[src/rtl/ctrl_pkg.sv]
// Shared encodings for the multicycle control sequencer: states, opcode fields,
// datapath select codes and the packed control word.
package ctrl_pkg;

    typedef enum logic [3:0] {
        S_FETCH     = 4'd0,
        S_DECODE    = 4'd1,
        S_EXEC_R    = 4'd2,
        S_EXEC_I    = 4'd3,
        S_WB_R      = 4'd4,
        S_WB_I      = 4'd5,
        S_MEM_ADDR  = 4'd6,
        S_MEM_READ  = 4'd7,
        S_MEM_WB    = 4'd8,
        S_MEM_WRITE = 4'd9,
        S_BRANCH    = 4'd10,
        S_JUMP      = 4'd11,
        S_HALT      = 4'd12
    } state_e;

    localparam logic [1:0] CLS_R   = 2'b00;
    localparam logic [1:0] CLS_I   = 2'b01;
    localparam logic [1:0] CLS_MEM = 2'b10;
    localparam logic [1:0] CLS_CTL = 2'b11;

    localparam logic [3:0] FN_LW   = 4'b0000;
    localparam logic [3:0] FN_SW   = 4'b0001;
    localparam logic [3:0] FN_BNE  = 4'b0000;
    localparam logic [3:0] FN_JUMP = 4'b0001;
    localparam logic [3:0] FN_HALT = 4'b1111;

    localparam logic [1:0] ALUOP_ADD  = 2'b00;
    localparam logic [1:0] ALUOP_RFN  = 2'b01;
    localparam logic [1:0] ALUOP_SUB  = 2'b10;
    localparam logic [1:0] ALUOP_IFN  = 2'b11;

    localparam logic [1:0] SRCB_REGB  = 2'b00;
    localparam logic [1:0] SRCB_ONE   = 2'b01;
    localparam logic [1:0] SRCB_IMM   = 2'b10;
    localparam logic [1:0] SRCB_RD2   = 2'b11;

    localparam logic [1:0] PCSRC_ALU  = 2'b00;
    localparam logic [1:0] PCSRC_ALUR = 2'b01;
    localparam logic [1:0] PCSRC_IMM  = 2'b10;

    typedef struct packed {
        logic       pc_write_cond;
        logic       pc_write;
        logic       i_or_d;
        logic       mem_read;
        logic       mem_write;
        logic       mem_to_reg;
        logic       ir_write;
        logic [1:0] pc_source;
        logic [1:0] alu_op;
        logic [1:0] alu_src_b;
        logic       alu_src_a;
        logic       reg_write;
        logic       reg_dst;
    } ctrl_word_t;

    function automatic logic is_illegal(input logic [5:0] op);
        logic [3:0] fn;
        fn = op[3:0];
        case (op[5:4])
            CLS_MEM: is_illegal = !(fn == FN_LW || fn == FN_SW);
            CLS_CTL: is_illegal = !(fn == FN_BNE || fn == FN_JUMP || fn == FN_HALT);
            default: is_illegal = 1'b0;
        endcase
    endfunction

    // Illegal opcodes fall back to FETCH.
    function automatic state_e decode_target(input logic [5:0] op);
        decode_target = S_FETCH;
        case (op[5:4])
            CLS_R:   decode_target = S_EXEC_R;
            CLS_I:   decode_target = S_EXEC_I;
            CLS_MEM: if (!is_illegal(op)) decode_target = S_MEM_ADDR;
            default: begin
                if (op[3:0] == FN_BNE)       decode_target = S_BRANCH;
                else if (op[3:0] == FN_JUMP) decode_target = S_JUMP;
                else if (op[3:0] == FN_HALT) decode_target = S_HALT;
            end
        endcase
    endfunction

endpackage

[src/rtl/ctrl_output_decode.sv]
// Moore output table: current state to raw (ungated) datapath control word.
module ctrl_output_decode
    import ctrl_pkg::*;
(
    input  state_e     state,
    output ctrl_word_t cw
);

    always_comb begin
        cw = '0;
        case (state)
            S_FETCH: begin
                cw.ir_write  = 1'b1;
                cw.pc_write  = 1'b1;
                cw.alu_src_b = SRCB_ONE;
                cw.alu_op    = ALUOP_ADD;
                cw.pc_source = PCSRC_ALU;
            end
            S_DECODE: begin
                cw.alu_src_b = SRCB_IMM;
                cw.alu_op    = ALUOP_ADD;
            end
            S_EXEC_R: begin
                cw.alu_src_a = 1'b1;
                cw.alu_src_b = SRCB_REGB;
                cw.alu_op    = ALUOP_RFN;
            end
            S_EXEC_I: begin
                cw.alu_src_a = 1'b1;
                cw.alu_src_b = SRCB_IMM;
                cw.alu_op    = ALUOP_IFN;
            end
            S_WB_R: begin
                cw.reg_write = 1'b1;
                cw.reg_dst   = 1'b1;
            end
            S_WB_I: cw.reg_write = 1'b1;
            S_MEM_ADDR: begin
                cw.alu_src_a = 1'b1;
                cw.alu_src_b = SRCB_IMM;
                cw.alu_op    = ALUOP_ADD;
            end
            S_MEM_READ: begin
                cw.mem_read = 1'b1;
                cw.i_or_d   = 1'b1;
            end
            S_MEM_WB: begin
                cw.reg_write  = 1'b1;
                cw.mem_to_reg = 1'b1;
            end
            S_MEM_WRITE: begin
                cw.mem_write = 1'b1;
                cw.i_or_d    = 1'b1;
            end
            // PC update is qualified by not-Zero in the datapath.
            S_BRANCH: begin
                cw.alu_src_a     = 1'b1;
                cw.alu_src_b     = SRCB_REGB;
                cw.alu_op        = ALUOP_SUB;
                cw.pc_write_cond = 1'b1;
                cw.pc_source     = PCSRC_ALUR;
            end
            S_JUMP: begin
                cw.pc_write  = 1'b1;
                cw.pc_source = PCSRC_IMM;
            end
            default: cw = '0;
        endcase
    end

endmodule

[src/rtl/multicycle_control_fsm.sv]
// Multicycle control sequencer: state register, next-state, stall/reset gating.
// Optional performance counters are enabled with CTRL_PERF_COUNT_EN.
module multicycle_control_fsm
    import ctrl_pkg::*;
(
    input  logic        clk,
    input  logic        reset,
    input  logic [5:0]  opcode,
    input  logic        stall,
    output logic        PCWriteCond,
    output logic        PCWrite,
    output logic        IorD,
    output logic        MemRead,
    output logic        MemWrite,
    output logic        MemtoReg,
    output logic        IRWrite,
    output logic        ALUSrcA,
    output logic        RegWrite,
    output logic        RegDst,
    output logic [1:0]  PCSource,
    output logic [1:0]  ALUOp,
    output logic [1:0]  ALUSrcB,
    output logic [3:0]  state,
`ifdef CTRL_PERF_COUNT_EN
    output logic [31:0] cycle_count,
    output logic [31:0] instr_count,
`endif
    output logic        halted,
    output logic        illegal_op
);

    state_e     state_q, state_d;
    ctrl_word_t cw_raw, cw;

    always_comb begin
        state_d = state_q;
        if (!reset) begin
            state_d = S_FETCH;
        end else if (state_q != S_HALT && !stall) begin
            case (state_q)
                S_FETCH:    state_d = S_DECODE;
                S_DECODE:   state_d = decode_target(opcode);
                S_EXEC_R:   state_d = S_WB_R;
                S_EXEC_I:   state_d = S_WB_I;
                S_MEM_ADDR: state_d = (opcode[3:0] == FN_SW) ? S_MEM_WRITE : S_MEM_READ;
                S_MEM_READ: state_d = S_MEM_WB;
                default:    state_d = S_FETCH;
            endcase
        end
    end

    always_ff @(posedge clk) begin
        state_q <= state_d;
    end

    ctrl_output_decode u_decode (
        .state (state_q),
        .cw    (cw_raw)
    );

    // Stall kills write strobes only; selects keep their state values.
    always_comb begin
        cw = cw_raw;
        if (stall) begin
            cw.pc_write      = 1'b0;
            cw.pc_write_cond = 1'b0;
            cw.ir_write      = 1'b0;
            cw.mem_write     = 1'b0;
            cw.reg_write     = 1'b0;
        end
        if (!reset) cw = '0;
    end

    assign PCWriteCond = cw.pc_write_cond;
    assign PCWrite     = cw.pc_write;
    assign IorD        = cw.i_or_d;
    assign MemRead     = cw.mem_read;
    assign MemWrite    = cw.mem_write;
    assign MemtoReg    = cw.mem_to_reg;
    assign IRWrite     = cw.ir_write;
    assign PCSource    = cw.pc_source;
    assign ALUOp       = cw.alu_op;
    assign ALUSrcB     = cw.alu_src_b;
    assign ALUSrcA     = cw.alu_src_a;
    assign RegWrite    = cw.reg_write;
    assign RegDst      = cw.reg_dst;

    assign state      = reset ? state_q : 4'd0;
    assign halted     = reset && (state_q == S_HALT);
    assign illegal_op = reset && !stall && (state_q == S_DECODE) && is_illegal(opcode);

`ifdef CTRL_PERF_COUNT_EN
    logic [31:0] cycle_count_q, cycle_count_d;
    logic [31:0] instr_count_q, instr_count_d;
    logic        instr_done;

    assign instr_done = !stall && (state_q == S_WB_R || state_q == S_WB_I ||
                                   state_q == S_MEM_WB || state_q == S_MEM_WRITE ||
                                   state_q == S_BRANCH || state_q == S_JUMP);

    always_comb begin
        cycle_count_d = cycle_count_q;
        instr_count_d = instr_count_q;
        if (!reset) begin
            cycle_count_d = '0;
            instr_count_d = '0;
        end else begin
            if (state_q != S_HALT && !stall) cycle_count_d = cycle_count_q + 32'd1;
            if (instr_done)                  instr_count_d = instr_count_q + 32'd1;
        end
    end

    always_ff @(posedge clk) begin
        cycle_count_q <= cycle_count_d;
        instr_count_q <= instr_count_d;
    end

    assign cycle_count = reset ? cycle_count_q : 32'd0;
    assign instr_count = reset ? instr_count_q : 32'd0;
`endif

endmodule

[config.mk]
export PLATFORM = sky130hd
export DESIGN_NAME = multicycle_control_fsm
export DESIGN_NICKNAME = d
export VERILOG_FILES = /design/src/rtl/ctrl_pkg.sv /design/src/rtl/ctrl_output_decode.sv /design/src/rtl/multicycle_control_fsm.sv
export SDC_FILE = /design/constraint.sdc
export NUM_CORES = 1
export LEC_CHECK = 0
export ABC_AREA = 1
export CORE_MARGIN = 4
export CORE_UTILIZATION = 38
export DETAILED_ROUTE_END_ITERATION = 16
export PLACE_DENSITY = 0.85
export REMOVE_ABC_BUFFERS = 1
export SYNTH_ARGS = -nofsm -noshare
export SYNTH_HDL_FRONTEND = slang
export SYNTH_SLANG_ARGS = --single-unit
[constraint.sdc]
create_clock -name clk -period 1.5 [get_ports clk]
set_input_delay 0.3 -clock clk [delete_from_list [all_inputs] [get_ports clk]]
set_output_delay 0.3 -clock clk [all_outputs]
set_load 0.005 [all_outputs]
==> results of run 1 <==
cells by family after synthesis:
| logic type | share of synthesized area (%) |
|---|---|
| flip-flops | 14.1 |
| AO/OA/AOI/OAI | 12.7 |
| buffers and inverters | 17.1 |
| AND/OR/NAND/NOR | 56.0 |
synth_stat cells:
cell type,number
nand3b_1,1
o21ai_0,5
a211oi_2,1
nand4_1,1
dfxtp_1,4
buf_6,1
inv_2,2
nor2_2,2
a21oi_1,3
nor3_1,1
buf_4,1
nand2_1,42
a22oi_1,1
nand3_1,7
and3_1,1
o21ai_1,1
o21a_1,1
nor2_1,21
inv_1,19
nor3_2,1
through the flow:
stage	utilization [%]	setup TNS (ns)	worst slack, ns	cell area, um^2
global placement	85.0	-10.72	-0.572	1150
detailed placement	85.0	-11.71	-0.656	1150
floorplan	-	0	0.235	551
==> impl_metrics.json, run 1 <==
{
  "die_h_um": 46.7,
  "yosys_warnings": 0,
  "start_util_pct": 42.2,
  "yosysTopAreaCellShare_pct": 27.7,
  "globalplace.congestion": 0.903,
  "avgSynthCellArea_um2": 4.91,
  "io-pin-count": 31,
  "yosys-top-cells-area": "nand2_1 28%, dfxtp_1 14%, nor2_1 14%, inv_1 13%, nand3_1 6.2%",
  "hpwl_um": 2060,
  "io_buffers": 30,
  "cts_hold_buf": 0,
  "lastStage": "4_1_cts",
  "cts_buffers": 3,
  "firstError": "[ERROR DPL-0038] Utilization greater than 100%, impossible to legalize",
  "row_count": 13,
  "netlist_area_um2": 569,
  "htree_levels": 1,
  "placedCellCount": 196,
  "cts_setup_buffers": 16,
  "ys_seq_area_share_pct": 14.1,
  "yosys_register_bits": 4,
  "cts.sinks": 4,
  "status": "did not finish",
  "synthCells": 116,
  "synth.distinct_cells": 20,
  "ctsResizeCount": 135,
  "clock_path_buffers": 2,
  "synth_top_cell_by_area": "nand2_1",
  "chipWidth_um": 46.7,
  "clockRootBuffer": "clkbuf_4"
}
==> inputs of run 2 (changes only) <==
--- a/config.mk
+++ b/config.mk
@@ -6,10 +6,10 @@
 export NUM_CORES = 1
 export LEC_CHECK = 0
 export ABC_AREA = 1
-export CORE_MARGIN = 4
-export CORE_UTILIZATION = 38
+export CORE_AREA = 4 4 65 67
 export DETAILED_ROUTE_END_ITERATION = 16
-export PLACE_DENSITY = 0.85
+export DIE_AREA = 0 0 69 71
+export PLACE_DENSITY_LB_ADDON = 0.15
 export REMOVE_ABC_BUFFERS = 1
 export SYNTH_ARGS = -nofsm -noshare
 export SYNTH_HDL_FRONTEND = slang
==> run 2 against run 1 <==
Net effect: synthesized cell count did not move; the flow now finishes, with violations (setup timing); synthesized area did not move.
==> impl_metrics.json, run 2 <==
{
  "grt_pass1_vias": 1098,
  "yosys_warnings": 0,
  "die_h_um": 71,
  "htree_levels": 1,
  "cts_tree": "built",
  "ir_worst_vdd_v": 0.000152,
  "drive_above_1_share_pct": 60.4,
  "post-route-min-period_ns": 1.66,
  "ys_top_cells_by_count": "42 x nand2_1, 21 x nor2_1, 19 x inv_1",
  "core_mm2": 0.00363,
  "combinationalPowerShare_pct": 45.7,
  "wirelength_um": 2860,
  "grt_pass1_wl_um": 5000,
  "p_clk_share_pct": 35.2,
  "cts_hold_buf": 0,
  "end_kind": "primary output",
  "grt_use_total_pct": 12.3,
  "cts_buffers": 3,
  "chipWidth_um": 69,
  "syn_to_final_growth_pct": 166,
  "tns_ns": -0.641,
  "final_cell_mix": "50 x buf_4, 36 x nand2_1, 19 x buf_2",
  "antenna_found_initial": 0,
  "final_antenna_net_count": 0,
  "drc": 0,
  "crit_type": "flop to primary output",
  "maxCapViolations": 0,
  "dieArea_mm2": 0.00490,
  "clock_path_buffers": 2,
  "yosysTopAreaCellShare_pct": 27.7,
  "avgRoutedWirePerCell_um": 11.2,
  "worst_clock_skew_ns": 0.00128,
  "status": "finished, violations left",
  "synth_ff_type": "dfxtp_1",
  "hpwl_um": 2060,
  "synth_top_cell_by_area": "nand2_1",
  "largest_reg_flops": 4,
  "grt_max_degree": 7,
  "ys_async_sr_fraction_pct": 0,
  "setup_viol": 7,
  "slew_viol_final": 0,
  "clockRootBuffer": "clkbuf_8",
  "hold_viol": 0,
  "top_regs": "state_q (4)",
  "synth.distinct_cells": 20,
  "min_path_type": "flop to flop",
  "violations": "setup timing",
  "worst_setup_path_start_kind": "flop",
  "fin_util_pct": 41.6,
  "yosys-top-cells-area": "nand2_1 28%, dfxtp_1 14%, nor2_1 14%, inv_1 13%, nand3_1 6.2%",
  "power_switching_mw": 0.186,
  "cp.arrival_ns": 1.36,
  "worst_slack_ns": -0.159,
  "clk_latency_ns": 0.21,
  "worstPathRequired_ns": 1.20,
  "rsz0062_at_grt": "yes",
  "row_count": 22,
  "worstPathMaxFanout": 3,
  "synthCells": 116,
  "synth_edf_count": 0,
  "io-pin-count": 31,
  "netlist_area_um2": 569,
  "drt-initial-drc-count": 13,
  "ys_seq_area_share_pct": 14.1,
  "synth.most_common_cell": "nand2_1",
  "fin_nets": 218,
  "placedCellCount": 232,
  "avgSynthCellArea_um2": 4.91,
  "via_per_inst": 4.00,
  "detailroute.via_count": 1021,
  "relSlewSlack_pct": 78.1,
  "drt_pre_antenna_iters": 3,
  "p_sw_share_pct": 30.0,
  "yosys_register_bits": 4,
  "top_register": "state_q",
  "finalCritPeriodShare_pct": 111,
  "powerDensity_mw_per_mm2": 409,
  "p_int_mw": 0.434,
  "start_util_pct": 15.7,
  "worst_slew_pin_slew_ns": 0.328,
  "grt_overflow_total": 0,
  "io_buffers": 30,
  "globalplace.congestion": 0.853,
  "seq_power_share_pct": 19.1,
  "antenna_cells": 0,
  "total_leakage_power_nw": 0.865,
  "clkTransAtPathRegs_ns": 0.03,
  "max_freq_mhz": 603,
  "cts.sinks": 4,
  "layout_commonest_cell": "buf_4",
  "stdcell_count": 255
}
## run 2: cell counts after synthesis
No cell type changed its count.
## run 2: cells by family after synthesis
family,share of synthesized area (%)
buf+inv,17.1
compound gates,12.7
simple gates,56.0
flops,14.1
## run 2: what timing repair did
action / in CTS / in global routing
gates resized for setup: 124 / 38
pin swaps: 14 / 23
endpoints found under the hold margin: 0 / 0
endpoints found under the setup margin: 26 / 21
buffers inserted: 19 / 4
cloned: 0 / 0
## run 2: final cells by class
type                    instances  area [um^2]
repair buffers                 90          674
inverters                      21         88.8
flip-flops and latches          4         95.1
clock buffers                   3         41.3
well taps                      48         60.1
multi-input cells              89          553
fillers                       414         2120
## run 2: power groups by stage
stage	logic (mW)	registers, mW	clock network [mW]
after floorplan	0.0707	0.119	0
after detailed placement	0.222	0.120	0
after global placement	0.222	0.120	0
final	0.283	0.118	0.218
after global routing	0.313	0.120	0.240
after CTS	0.256	0.118	0.223
## run 2: per-stage QoR
stage / total power [mW] / hold WS (ns) / area (um^2) / setup WS, ns
after floorplan: 0.190 / 0.410 / 551 / 0.235
after global placement: 0.342 / 0.584 / 1210 / -0.548
after detailed placement: 0.342 / 0.586 / 1210 / -0.574
after CTS: 0.598 / 0.595 / 1450 / -0.147
after global routing: 0.673 / 0.643 / 1510 / -0.242
final: 0.619 / 0.593 / 1510 / -0.159
## run 2: per-layer routing
layer	up-vias	share of wire, %	GRT usage [%]
met5	-	0	0
met4	0	0.52	4.12
met3	2	4.4	2.98
met2	26	54	23.7
met1	453	41	12.9
li1	540	-	-
## run 2: final timing paths
kind	from	end	slack, ns	cells past startpoint
worst max-delay path	state_q[3]	illegal_op	-0.16	7
worst max register to register	state_q[3]	state_q[2]	0.13	10
worst min register to register	state_q[3]	state_q[3]	0.59	4
worst min-delay path	state_q[3]	state_q[3]	0.59	4
## run 2: worst max-delay path: stages, from the launching register on
cell and delay [ns]:
dfxtp_4 0.35, buf_12 0.12, nor2_4 0.16, buf_6 0.13, nand3_4 0.06, nor2_2 0.08
and3_1 0.13, buf_2 0.10
Power figures use the tool's default switching activity.
